===== src/rtl/lc3_int_pkg.sv =====
// Shared types and constants for the LC-3 interrupt/exception entry sequencer.
package lc3_int_pkg;

   typedef enum logic [2:0] {
      ST_IDLE,
      ST_SWAP,
      ST_PUSH_PSR,
      ST_PUSH_PC,
      ST_READ_TBL,
      ST_FINISH
   } state_t;

   localparam logic [1:0] VM_DEV  = 2'b00;
   localparam logic [1:0] VM_PRIV = 2'b01;
   localparam logic [1:0] VM_OPC  = 2'b10;

   localparam int PSR_U     = 15;
   localparam int PSR_PL_HI = 10;
   localparam int PSR_PL_LO = 8;

   localparam logic [7:0] VEC_PRIV = 8'h00;
   localparam logic [7:0] VEC_OPC  = 8'h01;

endpackage


===== src/rtl/int_arbiter.sv =====
// Combinational choice between opcode exception, privilege exception and
// device interrupt at an instruction boundary.
module int_arbiter
   import lc3_int_pkg::*;
(
   input  logic       instr_boundary,
   input  logic [2:0] int_priority,
   input  logic       priv_exc,
   input  logic       opc_exc,
   input  logic [2:0] cur_pl,
   output logic       accept,
   output logic [1:0] vector_mux,
   output logic [2:0] new_pl
);

   always_comb begin
      accept     = 1'b0;
      vector_mux = VM_DEV;
      new_pl     = cur_pl;
      if (opc_exc) begin
         accept     = instr_boundary;
         vector_mux = VM_OPC;
      end else if (priv_exc) begin
         accept     = instr_boundary;
         vector_mux = VM_PRIV;
      end else if (int_priority > cur_pl) begin
         // priority 0 can never exceed a level, so "no request" is never taken
         accept     = instr_boundary;
         new_pl     = int_priority;
      end
   end

endmodule


===== src/rtl/int_entry_seq.sv =====
// LC-3 interrupt/exception entry: stack swap, push PSR and PC, fetch the
// service address from the vector table, then load PC, R6 and PSR together.
module int_entry_seq
   import lc3_int_pkg::*;
#(
   parameter int            DW         = 16,
   parameter logic [DW-1:0] TABLE_BASE = 16'h0100
) (
   input  logic          clk,
   input  logic          reset,
   input  logic          instr_boundary,
   input  logic [2:0]    int_priority,
   input  logic          priv_exc,
   input  logic          opc_exc,
   input  logic [7:0]    vector,
   output logic [1:0]    vector_mux,
   output logic          ld_vector,
   input  logic [DW-1:0] psr,
   input  logic [DW-1:0] pc,
   input  logic [DW-1:0] r6,
   input  logic [DW-1:0] saved_ssp,
   output logic          mem_req,
   output logic          mem_we,
   output logic [DW-1:0] mem_addr,
   output logic [DW-1:0] mem_wdata,
   input  logic [DW-1:0] mem_rdata,
   input  logic          mem_ready,
   output logic [DW-1:0] saved_usp_out,
   output logic          ld_saved_usp,
   output logic [DW-1:0] r6_out,
   output logic          ld_r6,
   output logic [DW-1:0] psr_out,
   output logic          ld_psr,
   output logic [DW-1:0] pc_out,
   output logic          ld_pc,
   output logic          busy
);

   localparam logic [DW-1:0] ONE = 1;
   localparam logic [DW-1:0] TWO = 2;

   state_t        state, state_nxt;
   logic [DW-1:0] sp, psr_snap, pc_snap, tgt, psr_new;
   logic [2:0]    pl_snap;

   logic          arb_boundary, accept;
   logic [1:0]    arb_mux;
   logic [2:0]    arb_pl;

   assign arb_boundary = instr_boundary && (state == ST_IDLE) && !reset;

   int_arbiter u_arb (
      .instr_boundary (arb_boundary),
      .int_priority   (int_priority),
      .priv_exc       (priv_exc),
      .opc_exc        (opc_exc),
      .cur_pl         (psr[PSR_PL_HI:PSR_PL_LO]),
      .accept         (accept),
      .vector_mux     (arb_mux),
      .new_pl         (arb_pl)
   );

   always_comb begin
      psr_new                      = psr_snap;
      psr_new[PSR_U]               = 1'b0;
      psr_new[PSR_PL_HI:PSR_PL_LO] = pl_snap;
   end

   always_ff @(posedge clk) begin
      if (reset) begin
         state    <= ST_IDLE;
         sp       <= '0;
         psr_snap <= '0;
         pc_snap  <= '0;
         pl_snap  <= '0;
         tgt      <= '0;
      end else begin
         state <= state_nxt;
         if (state == ST_IDLE && accept) begin
            psr_snap <= psr;
            pc_snap  <= pc;
            pl_snap  <= arb_pl;
         end
         if (state == ST_SWAP)
            sp <= psr_snap[PSR_U] ? saved_ssp : r6;
         if (state == ST_READ_TBL && mem_ready)
            tgt <= mem_rdata;
      end
   end

   always_comb begin
      state_nxt     = state;
      ld_vector     = 1'b0;
      vector_mux    = VM_DEV;
      mem_req       = 1'b0;
      mem_we        = 1'b0;
      mem_addr      = '0;
      mem_wdata     = '0;
      saved_usp_out = '0;
      ld_saved_usp  = 1'b0;
      r6_out        = '0;
      ld_r6         = 1'b0;
      psr_out       = '0;
      ld_psr        = 1'b0;
      pc_out        = '0;
      ld_pc         = 1'b0;
      busy          = 1'b0;
      // while reset is held every output stays quiet, even mid-sequence
      if (!reset) begin
         busy = (state != ST_IDLE);
         case (state)
            ST_IDLE: begin
               if (accept) begin
                  ld_vector  = 1'b1;
                  vector_mux = arb_mux;
                  state_nxt  = ST_SWAP;
               end
            end
            ST_SWAP: begin
               if (psr_snap[PSR_U]) begin
                  ld_saved_usp  = 1'b1;
                  saved_usp_out = r6;
               end
               state_nxt = ST_PUSH_PSR;
            end
            ST_PUSH_PSR: begin
               mem_req   = 1'b1;
               mem_we    = 1'b1;
               mem_addr  = sp - ONE;
               mem_wdata = psr_snap;
               if (mem_ready) state_nxt = ST_PUSH_PC;
            end
            ST_PUSH_PC: begin
               mem_req   = 1'b1;
               mem_we    = 1'b1;
               mem_addr  = sp - TWO;
               mem_wdata = pc_snap;
               if (mem_ready) state_nxt = ST_READ_TBL;
            end
            ST_READ_TBL: begin
               mem_req  = 1'b1;
               mem_addr = TABLE_BASE | {{(DW-8){1'b0}}, vector};
               if (mem_ready) state_nxt = ST_FINISH;
            end
            ST_FINISH: begin
               ld_pc     = 1'b1;
               pc_out    = tgt;
               ld_r6     = 1'b1;
               r6_out    = sp - TWO;
               ld_psr    = 1'b1;
               psr_out   = psr_new;
               state_nxt = ST_IDLE;
            end
            default: state_nxt = ST_IDLE;
         endcase
      end
   end

endmodule


===== config.mk =====
export PLATFORM = sky130hd
export DESIGN_NAME = int_entry_seq
export DESIGN_NICKNAME = d
export VERILOG_FILES = /design/src/rtl/lc3_int_pkg.sv /design/src/rtl/int_arbiter.sv /design/src/rtl/int_entry_seq.sv
export SDC_FILE = /design/constraint.sdc
export NUM_CORES = 1
export LEC_CHECK = 0
export BUFFER_PORTS_ARGS = -buffer_cell sky130_fd_sc_hd__buf_2
export CORE_MARGIN = 5
export CORE_UTILIZATION = 40
export DETAILED_ROUTE_END_ITERATION = 12
export PLACE_DENSITY = 0.7
export SYNTH_ARGS = -nofsm -noshare
export SYNTH_HDL_FRONTEND = slang
export SYNTH_SLANG_ARGS = --single-unit

===== constraint.sdc =====
create_clock -name clk -period 2.5 [get_ports clk]
set_clock_uncertainty 0.15 [all_clocks]
set_input_delay 0.125 -clock clk [delete_from_list [all_inputs] [get_ports clk]]
set_output_delay 0.125 -clock clk [all_outputs]
set_load 0.1 [all_outputs]

Word level (Yosys, flattened, before mapping)
Cells that the tools add are included.
{"block": "classes", "add_sub_neg": 2, "n_mul": 0, "n_div": 0, "magnitude_cmp": 1, "n_eq_ne": 9, "n_shift": 0, "muxes": 43, "n_bitwise": 0, "n_reduce_logical": 10}
{"op": "16-bit 2-to-1 mux", "n": 10}
{"op": "16-bit case mux with 3 select lines", "n": 1}
{"op": "16-bit case mux with 2 select lines", "n": 1}
{"op": "15-bit 2-to-1 mux", "n": 2}
{"op": "3-bit 2-to-1 mux", "n": 7}
{"op": "1-bit 2-to-1 mux", "n": 17}
{"op": "16-bit by 1-bit subtractor with 16-bit output, second input constant", "n": 1}
{"op": "16-bit by 2-bit subtractor with 16-bit output, second input constant", "n": 1}
{"op": "3-bit case mux with 5 select lines", "n": 1}
{"op": "2-bit 2-to-1 mux", "n": 4}
{"op": "2-bit != test, second input constant", "n": 4}
{"op": "3-bit by 2-bit == test with 1-bit output, second input constant", "n": 2}
{"op": "3-bit == test, second input constant", "n": 2}
{"op": "1-bit logical AND", "n": 4}
{"op": "4-bit AND reduction", "n": 1}
{"op": "3-bit by 1-bit == test with 1-bit output, second input constant", "n": 1}
{"op": "3-bit > comparator", "n": 1}
{"op": "3-bit zero test", "n": 1}
{"op": "3-bit nonzero test", "n": 1}
{"op": "3-bit OR reduction", "n": 1}
{"op": "2-bit OR reduction", "n": 1}
{"op": "1-bit zero test", "n": 1}
{"block": "word_totals", "regBits": 70, "latch_bits": 0, "ram_bits": 0, "rom_bits": 0, "input_bits": 97, "output_inout_bits": 106, "elab_cells": 71, "mem_count": 0}

Longest topological paths before layout
Gate-level depths: netlist (run 1).
{"block": "depth", "ltp_word": 9, "mapped_depth": 8, "depth_no_buf": 7}

Cells and area by module
Synthesis (run 1) repeated with hierarchy kept, for this count alone.
{"block": "hier_totals", "hier_cells": 573, "area_unflattened_um2": 4242.8}
{"mod": "int_entry_seq", "instances": 1, "cells_per_inst": 554, "area_per_inst_um2": 4078.9, "seq_area_each_um2": 1401.3}
{"mod": "int_arbiter", "instances": 1, "cells_per_inst": 19, "area_per_inst_um2": 163.9, "seq_area_each_um2": 0.0}

Worst setup path after synthesis (run 1)
OpenSTA, ideal clock, no wires.
{"block": "synth_timing", "path_kind": "flip-flop to output port", "startpoint": "register sp[4]", "endpoint": "output port mem_addr[11]", "t_arrival_ns": 3.638, "t_required_ns": 2.225, "slack_ns": -1.413, "stages_incl_launch_ff": 6, "n_path_buf": 1, "cell_sequence": "dfxtp_1 -> clkbuf_1 -> or3_1 -> nor4_4 -> a21oi_1 -> a311oi_1"}
{"block": "synth_between", "elab_chain_cells": 3, "word_cells_on_any_way": 4}
{"item": "from (decl)", "line_no": "int_entry_seq.sv:43", "source": "logic [DW-1:0] sp, psr_snap, pc_snap, tgt, psr_new;"}
{"item": "from (signal assigned)", "line_no": "int_entry_seq.sv:85", "source": "sp <= psr_snap[PSR_U] ? saved_ssp : r6;"}
{"item": "16-bit by 2-bit subtractor with 16-bit output / 16-bit by 1-bit subtractor with 16-bit output (equally long branches)", "line_no": "int_entry_seq.sv:136, int_entry_seq.sv:129"}
{"item": "16-bit case mux with 3 select lines (*)", "line_no": "int_entry_seq.sv:111", "source": "case (state)"}
{"item": "16-bit 2-to-1 mux (*)", "line_no": "int_entry_seq.sv:109", "source": "if (!reset) begin"}
{"item": "to (decl)", "line_no": "int_entry_seq.sv:24", "source": "output logic [DW-1:0] mem_addr,"}
Every way passes the cells marked *; elsewhere a longest branch is shown, timed or not.

Final worst setup path (run 1)
{"block": "layout_timing", "startpoint": "register sp[10]", "endpoint": "output port mem_addr[15]"}
Same word-level chain as after synthesis.

==> results of run 1 <==
==> cell type report <==
| type | instances | area (um^2) |
|---|---|---|
| fill | 731 | 2480 |
| multi-input combinational | 432 | 3110 |
| sequential | 70 | 1410 |
| timing repair buffer | 310 | 3400 |
| clock inverter | 5 | 82.6 |
| tap | 140 | 175 |
| clock buffer | 10 | 138 |
| inverter | 12 | 48.8 |
==> stage by stage <==
step                      area [um^2]  utilization [%]
after floorplan                  4580                -
after global placement           7250             66.9
after detailed placement         7250             66.9
after CTS                        8170             75.4
after global routing             8360             77.2
final                            8360             77.2
==> cells in the final DEF (no fill, tap or decap), types with 3 or more instances in the layout <==
cell type,netlist,layout
or4_4,2,3
dfxtp_1,70,64
xnor2_1,13,12
or2_2,3,3
a21oi_4,0,5
xor2_1,8,7
nor2_2,0,24
and3_1,17,17
ha_1,6,4
nand2_1,52,48
a22oi_1,20,19
buf_2,6,106
nor2b_1,35,33
dfxtp_2,0,5
nor3_1,9,6
nand3_1,7,6
and2_1,38,27
mux2_2,30,30
buf_4,3,46
a21oi_2,0,3
clkbuf_8,0,10
a211oi_1,16,16
or3_4,0,3
nor2_1,71,43
o21ai_0,7,6
a21oi_1,37,29
nand2b_1,4,4
mux2i_1,20,20
and2_2,0,11
dlygate4sd3_1,0,61
nand2_2,0,4
buf_12,0,94
inv_1,12,9
nor2_4,0,4
==> routing by layer <==
| layer | global-route usage, % | share of wire (%) | routed length [um] |
|---|---|---|---|
| met2 | 45.9 | 53 | 9180 |
| met4 | 7.59 | 1.9 | 339 |
| met3 | 5.00 | 5.7 | 996 |
| met1 | 30.1 | 40 | 6890 |
| met5 | 0 | 0 | 0 |
==> worst min path at each step <==
stage                              from          end  slack (ns)  cells past startpoint
after global placement           pc[11]  pc_snap[11]        0.20                      2
after CTS                 saved_ssp[10]       sp[10]       0.002                      3
final                     saved_ssp[10]       sp[10]       0.005                      3
after floorplan               mem_ready     state[1]        0.09                      1
after global routing      saved_ssp[10]       sp[10]        0.01                      3
after detailed placement         pc[15]  pc_snap[15]        0.20                      2
==> timing repair <==
action                     CTS  global route
hold buffers                61             0
setup buffers                5             5
gates cloned                 1             0
setup endpoints to repair   24            41
pin swaps                    6            10
hold endpoints to repair    57             0
gates resized for setup     10            39
==> flip-flops by register name (all words and copies together) (netlist names) <==
signal / count
pc_snap: 16
pl_snap: 3
psr_snap: 16
sp: 16
state: 3
tgt: 16
==> cells by family (layout without fill, tap and decap cells) <==
family | Yosys count | after routing
mux | 50 | 50
buf+inv | 63 | 337
fa+ha+maj | 6 | 6
xor+xnor | 21 | 21
compound gates | 95 | 96
simple gates | 258 | 258
other cells | 1 | 1
flops | 70 | 70
==> critical path, stage by stage (launching register included) <==
cell and delay, ns:
dfxtp_2 0.32, or4_4 0.53, or4_4 0.44, or3_4 0.39, a21oi_4 0.18, buf_12 0.19
==> power breakdown <==
| group | total (mW) | internal [mW] | switching (mW) | leakage [nW] |
|---|---|---|---|---|
| sequential | 1.26 | 1.19 | 0.0684 | 0.575 |
| combinational | 1.34 | 0.612 | 0.724 | 2.83 |
| clock | 1.00 | 0.587 | 0.415 | 0.113 |
==> impl_table.tex, run 1 <==
\begin{tabular}{lr}
\hline
Metric & Value \\
\hline
\multicolumn{2}{l}{\textbf{Cells and area}} \\
Non-filler cells, final & 979 \\
Share of final-layout standard cells stronger than drive strength 1 & $\sim$46\% \\
Antenna Diode Count & 0 \\
Final net count & 938 \\
Area added between synthesis and finish & 89.7\% \\
\multicolumn{2}{l}{\textbf{Setup path}} \\
Depth of the worst register-to-register path & 7 \\
Flop2flop setup slack & 0.23 ns \\
Critical Path End & mem\_addr[15] \\
Category of the worst setup path launch point & register \\
Critical path class & register to output pin \\
Worst reg2reg endpoint & psr\_snap[2] \\
Arrival time worst endpoint & 2.40 ns \\
Data required time of the critical path & 2.23 ns \\
Start of the worst register-to-register path & state[0] \\
Critical Path Start & sp[10] \\
Worst Setup End Kind & output pin \\
Worst-path fanout max & 3 \\
\multicolumn{2}{l}{\textbf{Placed design}} \\
Total of buffers placed on input and output ports & 201 \\
Dpl hpwl & 12100 um \\
Routability congestion estimate & 0.912 \\
\# placed instances & 892 \\
Place WS & -0.0241 ns \\
\multicolumn{2}{l}{\textbf{Logic synthesis}} \\
Cell types with the highest counts after synthesis & nor2\_1, dfxtp\_1, nand2\_1, clkbuf\_1, and2\_1 \\
Number of synthesized flops with an enable pin & 0 \\
Post-Synth XOR/XNOR Area & 4.17\% \\
Primary flip-flop cell chosen by synthesis mapping & dfxtp\_1 \\
Post-Synthesis Mean Instance Area & 7.82 um\^{}2 \\
Fraction of synthesized area in multiplexers & 12.2\% \\
Syn Nets & 667 \\
Synth Register Bits & 70 \\
Largest family of logic cells by synthesized area & simple AND/OR/NAND/NOR gates \\
Distinct cell type count of the synthesized netlist & 49 \\
Area of the mapped netlist & 0.00441 mm\^{}2 \\
Leading cell types by total area after synthesis & dfxtp\_1, mux2\_2, nor2\_1, and2\_1, nor2b\_1 \\
Top cell type's share of synthesized area & 31.8\% \\
Fraction of the yosys area taken by sequential cells & 31.8\% \\
Library cell with the largest summed area after synthesis & dfxtp\_1 \\
Count leader, synth & nor2\_1 \\
Instance count of the mapped netlist & 564 \\
Synth Area in Simple Gates & 30.1\% \\
Synth Warn \# & 0 \\
Synth Area in Adders & 1.70\% \\
Fraction of the mapped netlist area in compound gates & between 10\% and 20\% \\
Proportion of register bits with asynchronous set or reset after synthesis & 0\% \\
\multicolumn{2}{l}{\textbf{Clock network}} \\
TritonCTS clock tree & done \\
Total clock buffers created by CTS & 9 \\
Clock Tree Buf Depth & 2 \\
Sinks on the clock net & 70 \\
Root buffer selected by CTS & clkbuf\_8 \\
H-tree levels & 3 \\
Clk Latency, worst-skew pair & 0.33 ns \\
CTS clk-pin slew, worst paths & $\sim$0.070 ns \\
\multicolumn{2}{l}{\textbf{Global route}} \\
Aggregate global-route resource usage & 25.3\% \\
Initial antenna violation count & 0 \\
First-pass GRT wire length & 26600 um \\
Remaining global-route overflow & 0 \\
Number of global-route vias before repair & 5192 \\
Largest net degree at the start of global routing & 56 \\
\multicolumn{2}{l}{\textbf{Pwr}} \\
PnR Total Power & 3.60 mW \\
Worst vdd rail ir drop & between 0.4 and 0.5 mV \\
Total power per unit cell area & roughly 430 mW/mm\^{}2 \\
Static leakage & between 3 and 4 nW \\
\multicolumn{2}{l}{\textbf{Timing}} \\
Crit share post-route & 107\% \\
Tightest Pin Transition & 0.652 ns \\
Min Clock Period, post-route & 2.68 ns \\
Final Hold Viols & 0 \\
Number of pins exceeding their max-slew limit in the final report & 0 \\
RSZ-0062 raised after global routing & true \\
Minimum setup slack in the final design & -0.179 ns \\
Highest achievable clock rate & 373 MHz \\
Number of setup violations in the final report & 3 \\
Worst hold slack across all endpoints & 0.00499 ns \\
Final sum of negative setup slack & -0.335 ns \\
Slew HR & 56.4\% \\
\multicolumn{2}{l}{\textbf{Route}} \\
Initial DRC Count & around 400 \\
First-pass detailed-route iteration total & 4 \\
Vias after detailed routing & 5086 \\
Final antenna-violating net count & 0 \\
Via-to-Cell Ratio & 5.20 \\
Number of remaining DRC errors & 0 \\
WL per Instance & between 15 and 20 um \\
Sum of routed wire length over all layers & approximately 17000 um \\
\multicolumn{2}{l}{\textbf{Floorplanning}} \\
Die W & $\sim$110 um \\
Std cell rows & 38 \\
Ports placed on the boundary & 203 \\
Die area & 0.0132 mm\^{}2 \\
Initial standard-cell utilization of the core & 40.7\% \\
Core area & 0.0108 mm\^{}2 \\
Die Y-Extent & 115 um \\
\multicolumn{2}{l}{\textbf{Status}} \\
Status & finished, violations left \\
Violations in the final reports & setup timing \\
\multicolumn{2}{l}{\textbf{Hold path}} \\
Hold WC Path Type & primary input to register \\
\multicolumn{2}{l}{\textbf{Job}} \\
Max-Cap Viols & 0 \\
\hline
\end{tabular}
(Power assumes the default switching activity.)
==> run 2, diff against run 1 <==
--- a/config.mk
+++ b/config.mk
@@ -5,6 +5,7 @@
 export SDC_FILE = /design/constraint.sdc
 export NUM_CORES = 1
 export LEC_CHECK = 0
+export ABC_AREA = 1
 export BUFFER_PORTS_ARGS = -buffer_cell sky130_fd_sc_hd__buf_2
 export CORE_MARGIN = 5
 export CORE_UTILIZATION = 40
@@ -13,3 +14,4 @@
 export SYNTH_ARGS = -nofsm -noshare
 export SYNTH_HDL_FRONTEND = slang
 export SYNTH_SLANG_ARGS = --single-unit
+export TNS_END_PERCENT = 20
==> run 2 against run 1 <==
Net effect: the run still ends with setup timing left; critical path depth up 3; flip-flop and latch count unchanged; first-iteration DRC count grew 2.2%; global-route usage shrank 1.5 points; total power is 95% higher; via count is 5.5% higher; core utilization shrank 3.8 points; final cell count increased by 11%; design area decreased by 8.6%; die area is 2.4% lower; clock-buffer cell count shrank 1; critical path type unchanged; largest power group unchanged; highest routed layer unchanged.
==> impl_table.tex, run 2 <==
\begin{tabular}{lr}
\hline
Metric & Value \\
\hline
\multicolumn{2}{l}{\textbf{Logic synthesis}} \\
Synth Register Bits & 70 \\
Leading cell types by total area after synthesis & dfxtp\_1, nand2\_1, o21ai\_0, nor2\_1, inv\_1 \\
Count leader, synth & nand2\_1 \\
Synth Warn \# & 0 \\
Instance count of the mapped netlist & 699 \\
Fraction of the yosys area taken by sequential cells & 32.7\% \\
Area of the mapped netlist & $\sim$0.0043 mm\^{}2 \\
Cell types with the highest counts after synthesis & nand2\_1, nor2\_1, o21ai\_0, inv\_1, dfxtp\_1 \\
Syn Nets & 802 \\
Primary flip-flop cell chosen by synthesis mapping & dfxtp\_1 \\
Proportion of register bits with asynchronous set or reset after synthesis & 0\% \\
Top cell type's share of synthesized area & 32.7\% \\
Distinct cell type count of the synthesized netlist & 31 \\
Library cell with the largest summed area after synthesis & dfxtp\_1 \\
Post-Synthesis Mean Instance Area & 6.14 um\^{}2 \\
Number of synthesized flops with an enable pin & 0 \\
\multicolumn{2}{l}{\textbf{Route}} \\
Final antenna-violating net count & 0 \\
Sum of routed wire length over all layers & 16000 um \\
Via-to-Cell Ratio & 4.95 \\
WL per Instance & 14.8 um \\
Vias after detailed routing & 5366 \\
First-pass detailed-route iteration total & 5 \\
Initial DRC Count & 410 \\
Number of remaining DRC errors & 0 \\
\multicolumn{2}{l}{\textbf{Setup path}} \\
Worst reg2reg endpoint & psr\_snap[4] \\
Flop2flop setup slack & 0.54 ns \\
Worst Setup End Kind & output pin \\
Worst-path fanout max & 18 \\
Cells along the critical path & inv\_2 -> nand2\_4 -> nor2\_4 -> inv\_2 -> a21oi\_1 -> o21ai\_1 -> a21oi\_2 -> buf\_12 \\
Data required time of the critical path & 2.23 ns \\
Critical path class & register to output pin \\
Arrival time worst endpoint & around 2.2 ns \\
Slowest cell delay on critical path & 0.38 ns \\
Category of the worst setup path launch point & register \\
Slowest cell on crit path & dfxtp\_1 \\
Depth of the worst register-to-register path & 9 \\
CP bufs+invs & 3 \\
Most frequent cell on the critical path & inv\_2 \\
Start of the worst register-to-register path & state[2] \\
CP top delay family & buffers and inverters \\
\multicolumn{2}{l}{\textbf{Cells and area}} \\
Design Area, Final & 0.00765 mm\^{}2 \\
Leading cell types in the layout, fill and taps excluded & nand2\_1, buf\_2, nor2\_1, buf\_12, o21ai\_0 \\
Share of final-layout standard cells stronger than drive strength 1 & 29.7\% \\
Most common cell after layout, fill and taps aside & nand2\_1 \\
Final net count & 1045 \\
Area added between synthesis and finish & 78.2\% \\
\multicolumn{2}{l}{\textbf{Hold path}} \\
Number of cells traversed by the worst hold path & 5 \\
Hold WC Path Type & primary input to register \\
Beginning of the worst hold path & saved\_ssp[6] \\
Min-Delay Endpoint & sp[6] \\
\multicolumn{2}{l}{\textbf{Placed design}} \\
Placed Area & 0.00680 mm\^{}2 \\
Total of buffers placed on input and output ports & 201 \\
Dpl hpwl & 11600 um \\
Routability congestion estimate & 0.959 \\
\multicolumn{2}{l}{\textbf{Floorplanning}} \\
Die area & approximately 0.013 mm\^{}2 \\
Core area & 0.0104 mm\^{}2 \\
Std cell rows & 37 \\
Ports placed on the boundary & 203 \\
Die Y-Extent & 114 um \\
Die W & approximately 110 um \\
Initial standard-cell utilization of the core & slightly above 40\% \\
\multicolumn{2}{l}{\textbf{Timing}} \\
Final sum of negative setup slack & -0.00235 ns \\
Min Clock Period, post-route & 2.50 ns \\
Number of setup violations in the final report & 1 \\
Crit share post-route & 100\% \\
Minimum setup slack in the final design & -0.00235 ns \\
RSZ-0062 raised after global routing & true \\
Tightest Pin Transition & about 0.61 ns \\
Final Hold Viols & 0 \\
Highest achievable clock rate & 400 MHz \\
Number of pins exceeding their max-slew limit in the final report & 0 \\
Slew HR & 59.2\% \\
\multicolumn{2}{l}{\textbf{Clock network}} \\
Sinks on the clock net & 70 \\
H-tree levels & 3 \\
Clk Latency, worst-skew pair & 0.34 ns \\
Clock Tree Buf Depth & 2 \\
CTS clk-pin slew, worst paths & roughly 0.08 ns \\
Root buffer selected by CTS & clkbuf\_8 \\
Total clock buffers created by CTS & 9 \\
TritonCTS clock tree & done \\
\multicolumn{2}{l}{\textbf{Pwr}} \\
Worst vdd rail ir drop & 0.603 mV \\
Static leakage & roughly 3.3 nW \\
Total power per unit cell area & $\sim$920 mW/mm\^{}2 \\
\multicolumn{2}{l}{\textbf{Global route}} \\
First-pass GRT wire length & 25300 um \\
Number of global-route vias before repair & around 5200 \\
Remaining global-route overflow & 0 \\
Largest net degree at the start of global routing & 51 \\
Initial antenna violation count & 2 \\
Aggregate global-route resource usage & 23.9\% \\
\multicolumn{2}{l}{\textbf{Status}} \\
Violations in the final reports & setup timing \\
Status & finished, violations left \\
\multicolumn{2}{l}{\textbf{Job}} \\
Max-Cap Viols & 0 \\
\hline
\end{tabular}
==> run 2: cell count changes after synthesis, sizes merged, moves of 19 or more <==
cell	delta
mux2	-30
mux2i	-20
nand3	+19
nor2b	-35
a22oi	-20
and2	-38
o21ai	+82
inv	+81
nor2	+48
nand2	+111
clkbuf	-25
==> run 2: per-layer routing <==
metal	routed length (um)	GRT usage, %	share of wire (%)	up-vias
li1	-	-	-	2700
met1	6750	29.6	42	2404
met2	7510	40.4	47	225
met3	1190	4.77	7.4	37
met4	564	9.62	3.5	0
met5	0	0	0	-
==> run 2: tightest hold or removal path, cell delays in order <==
cell     delay [ns]
buf_2          0.07
nand2_1        0.04
o21ai_0        0.09
nor2_1         0.06
nor2_1         0.08
==> run 2: worst max path at each step <==
stage / startpoint / end / slack, ns / cells after the start
floorplan: state[0] / saved_usp_out[0] / -0.53 / 8
global placement: sp[1] / r6_out[15] / 0.39 / 9
detailed placement: sp[1] / r6_out[15] / 0.30 / 9
CTS: sp[1] / mem_addr[13] / -0.01 / 9
global route: state[2] / mem_addr[9] / -0.10 / 8
finish: state[2] / mem_addr[9] / -0.002 / 8
==> run 2: logic make-up (layout without fill, tap and decap cells) <==
kind of cell	count (synthesis)	after routing	synth area share [%]
compound gates	165	165	20.5
xor+xnor	11	11	2.24
fa+ha+maj	6	6	1.75
buf+inv	132	379	13.3
flops	70	70	32.7
other cells	1	3	0.0874
simple gates	314	314	29.5
==> run 2: where the power goes <==
group | leakage [nW] | total, mW | switching (mW) | internal (mW)
combinational | 2.61 | 4.59 | 3.17 | 1.42
sequential | 0.573 | 1.62 | 0.227 | 1.39
clock | 0.0779 | 0.822 | 0.461 | 0.361
==> run 2: final cells by class <==
class                           count  area, um^2
Timing Repair Buffer              271        3090
Fill cell                         812        2770
Multi-Input combinational cell    497        2450
Sequential cell                    70        1400
Inverter                           93         349
Tap cell                          136         170
Clock buffer                        9         124
Clock inverter                      6        48.8
Antenna cell                        2        5.00
==> run 2: per-stage QoR <==
stage / utilization (%) / instances / total power, mW / setup slack, ns / hold slack (ns)
floorplan: - / 699 / 4.81 / -0.526 / 0.0877
global placement: 65.3 / 1008 / 5.90 / 0.389 / 0.175
detailed placement: 65.3 / 1008 / 5.94 / 0.297 / 0.178
CTS: 72.0 / 1075 / 6.83 / -0.0113 / 0.00541
global route: 73.4 / 1084 / 7.55 / -0.103 / 0.0319
finish: 73.4 / 1084 / 7.03 / -0.00235 / 0.0205
==> run 2: repair_timing <==
action	CTS	global route
endpoints found under the hold margin	52	0
hold buffers	52	0
pin swaps	0	2
endpoints found under the setup margin	5	23
setup buffers	0	7
gates resized for setup	2	36
==> run 3, diff against run 2 <==
--- a/config.mk
+++ b/config.mk
@@ -7,10 +7,12 @@
 export LEC_CHECK = 0
 export ABC_AREA = 1
 export BUFFER_PORTS_ARGS = -buffer_cell sky130_fd_sc_hd__buf_2
+export CELL_PAD_IN_SITES_DETAIL_PLACEMENT = 1
+export CELL_PAD_IN_SITES_GLOBAL_PLACEMENT = 2
 export CORE_MARGIN = 5
-export CORE_UTILIZATION = 40
+export CORE_UTILIZATION = 23
 export DETAILED_ROUTE_END_ITERATION = 12
-export PLACE_DENSITY = 0.7
+export PLACE_DENSITY_LB_ADDON = 0.1
 export SYNTH_ARGS = -nofsm -noshare
 export SYNTH_HDL_FRONTEND = slang
 export SYNTH_SLANG_ARGS = --single-unit
==> run 3 against run 2 <==
Net effect: the flow now finishes without violations; final cell count up 8.9%; global-route usage shrank 6.5 points; flip-flop and latch count did not move; sequential power about the same; non-clock buffer count decreased by 1; die area increased by 67%; setup slack better by 0.097 ns; design area increased by 3.9%; maximum frequency increased by 4.0%; critical endpoint is now ld_vector.
==> impl_table.tex, run 3 (synthesis results as in run 2) <==
\begin{tabular}{lr}
\hline
Metric & Value \\
\hline
\multicolumn{2}{l}{\textbf{Status}} \\
Status & finished clean \\
\multicolumn{2}{l}{\textbf{Placed design}} \\
Place WS & roughly 0.2 ns \\
\# placed instances & 1113 \\
Dpl hpwl & 14600 um \\
Total of buffers placed on input and output ports & 201 \\
Routability congestion estimate & roughly 0.9 \\
\multicolumn{2}{l}{\textbf{Clock network}} \\
H-tree levels & 3 \\
Clk Latency, worst-skew pair & 0.34 ns \\
Root buffer selected by CTS & clkbuf\_16 \\
Clock Tree Buf Depth & 2 \\
TritonCTS clock tree & done \\
Sinks on the clock net & 70 \\
Total clock buffers created by CTS & 9 \\
CTS clk-pin slew, worst paths & around 0.050 ns \\
\multicolumn{2}{l}{\textbf{Route}} \\
First-pass detailed-route iteration total & 4 \\
WL per Instance & 16.0 um \\
Number of remaining DRC errors & 0 \\
Initial DRC Count & 222 \\
Vias after detailed routing & $\sim$5300 \\
Via-to-Cell Ratio & 4.52 \\
Final antenna-violating net count & 0 \\
Sum of routed wire length over all layers & between 15000 and 20000 um \\
\multicolumn{2}{l}{\textbf{Floorplanning}} \\
Die W & 147 um \\
Core area & approximately 0.019 mm\^{}2 \\
Die Y-Extent & 147 um \\
Std cell rows & 50 \\
Initial standard-cell utilization of the core & 23.2\% \\
Ports placed on the boundary & a little over 200 \\
Die area & 0.0215 mm\^{}2 \\
\multicolumn{2}{l}{\textbf{Pwr}} \\
Static leakage & roughly 3.3 nW \\
Worst vdd rail ir drop & 0.365 mV \\
Total power per unit cell area & 967 mW/mm\^{}2 \\
\multicolumn{2}{l}{\textbf{Cells and area}} \\
Final core occ & 42.9\% \\
Area added between synthesis and finish & 85.0\% \\
Most common cell after layout, fill and taps aside & nand2\_1 \\
Multi-input gate area in the final layout & 0.00249 mm\^{}2 \\
Final net count & 1044 \\
Sequential cell area & 0.00140 mm\^{}2 \\
Non-filler cells, final & 1181 \\
Share of final-layout standard cells stronger than drive strength 1 & a little under a third \\
Leading cell types in the layout, fill and taps excluded & nand2\_1, buf\_2, buf\_12, nor2\_1, o21ai\_0 \\
Fillers & 2250 \\
\multicolumn{2}{l}{\textbf{Timing}} \\
Worst hold slack across all endpoints & around 0.037 ns \\
RSZ-0062 raised after global routing & true \\
Min Clock Period, post-route & 2.41 ns \\
Highest achievable clock rate & 416 MHz \\
Number of setup violations in the final report & 0 \\
Slew HR & 62.6\% \\
Number of pins exceeding their max-slew limit in the final report & 0 \\
Crit share post-route & 96.2\% \\
Final Hold Viols & 0 \\
Tightest Pin Transition & 0.559 ns \\
Minimum setup slack in the final design & 0.0946 ns \\
\multicolumn{2}{l}{\textbf{Setup path}} \\
Worst reg2reg endpoint & psr\_snap[11] \\
Arrival time worst endpoint & 2.13 ns \\
Critical Path End & ld\_vector \\
Worst-path fanout max & 11 \\
Critical path class & primary input to output pin \\
Start of the worst register-to-register path & state[1] \\
Critical Path Start & psr[10] \\
Category of the worst setup path launch point & primary input \\
Flop2flop setup slack & 0.55 ns \\
Worst Setup End Kind & output pin \\
Depth of the worst register-to-register path & 8 \\
Data required time of the critical path & 2.23 ns \\
\multicolumn{2}{l}{\textbf{Global route}} \\
Initial antenna violation count & 1 \\
Largest net degree at the start of global routing & 36 \\
Remaining global-route overflow & 0 \\
Aggregate global-route resource usage & 17.4\% \\
First-pass GRT wire length & 30100 um \\
Number of global-route vias before repair & 5537 \\
\multicolumn{2}{l}{\textbf{Job}} \\
Max-Cap Viols & 0 \\
\multicolumn{2}{l}{\textbf{Hold path}} \\
Hold WC Path Type & primary input to register \\
\hline
\end{tabular}
-- run 3: cell type report --
type / instances / share of cell area, %
repair buffers: 270 / 39.1
multi-input cells: 497 / 31.3
flip-flops and latches: 70 / 17.7
inverters: 93 / 4.40
well taps: 234 / 3.69
clock buffers: 9 / 2.84
clock inverters: 7 / 0.930
diodes: 1 / 0.0315
-- run 3: what timing repair did --
item,in CTS,in global routing
endpoints found under the hold margin,51,0
resized for setup,7,30
setup buffers,0,0
endpoints found under the setup margin,8,28
pin swaps,0,1
hold buffers,51,0
-- run 3: metal layers --
layer	vias to the layer above	routed length [um]	part of all wire, %	track usage [%]
met3	19	1180	6.2	4.35
met2	158	8740	46	27.7
met4	0	379	2.0	6.16
met5	-	0	0	0
li1	2693	-	-	-
met1	2465	8570	45	22.8
-- run 3: power breakdown --
part	internal, mW	switching, mW
logic	1.47	3.29
registers	1.40	0.232
clock network	0.775	0.523
-- run 3: worst min-delay path by stage --
stage / startpoint / slack, ns / depth (start not counted) / to
floorplan: pc[0] / 0.09 / 2 / pc_snap[0]
global placement: pc[9] / 0.17 / 3 / pc_snap[9]
detailed placement: pc[9] / 0.18 / 3 / pc_snap[9]
CTS: saved_ssp[8] / 0.03 / 5 / sp[8]
global route: saved_ssp[7] / 0.07 / 5 / sp[7]
finish: saved_ssp[8] / 0.04 / 5 / sp[8]
-- run 3: through the flow --
stage          TNS [ns]  instance area [um^2]  total power [mW]
2_1_floorplan    -13.98                  4370              4.81
3_3_place_gp          0                  7020              6.10
3_5_place_dp          0                  7020              6.20
4_1_cts         -0.0659                  7850              7.63
5_1_grt          -0.113                  7940              8.24
6_report              0                  7940              7.68
-- run 3: critical path, cell delays in order --
cell and delay (ns):
dlygate4sd3_1 0.52, buf_2 0.13, inv_1 0.04, ha_1 0.30, nand3_1 0.10, nand2_1 0.16
nand2_1 0.14, a21oi_4 0.37, buf_12 0.23
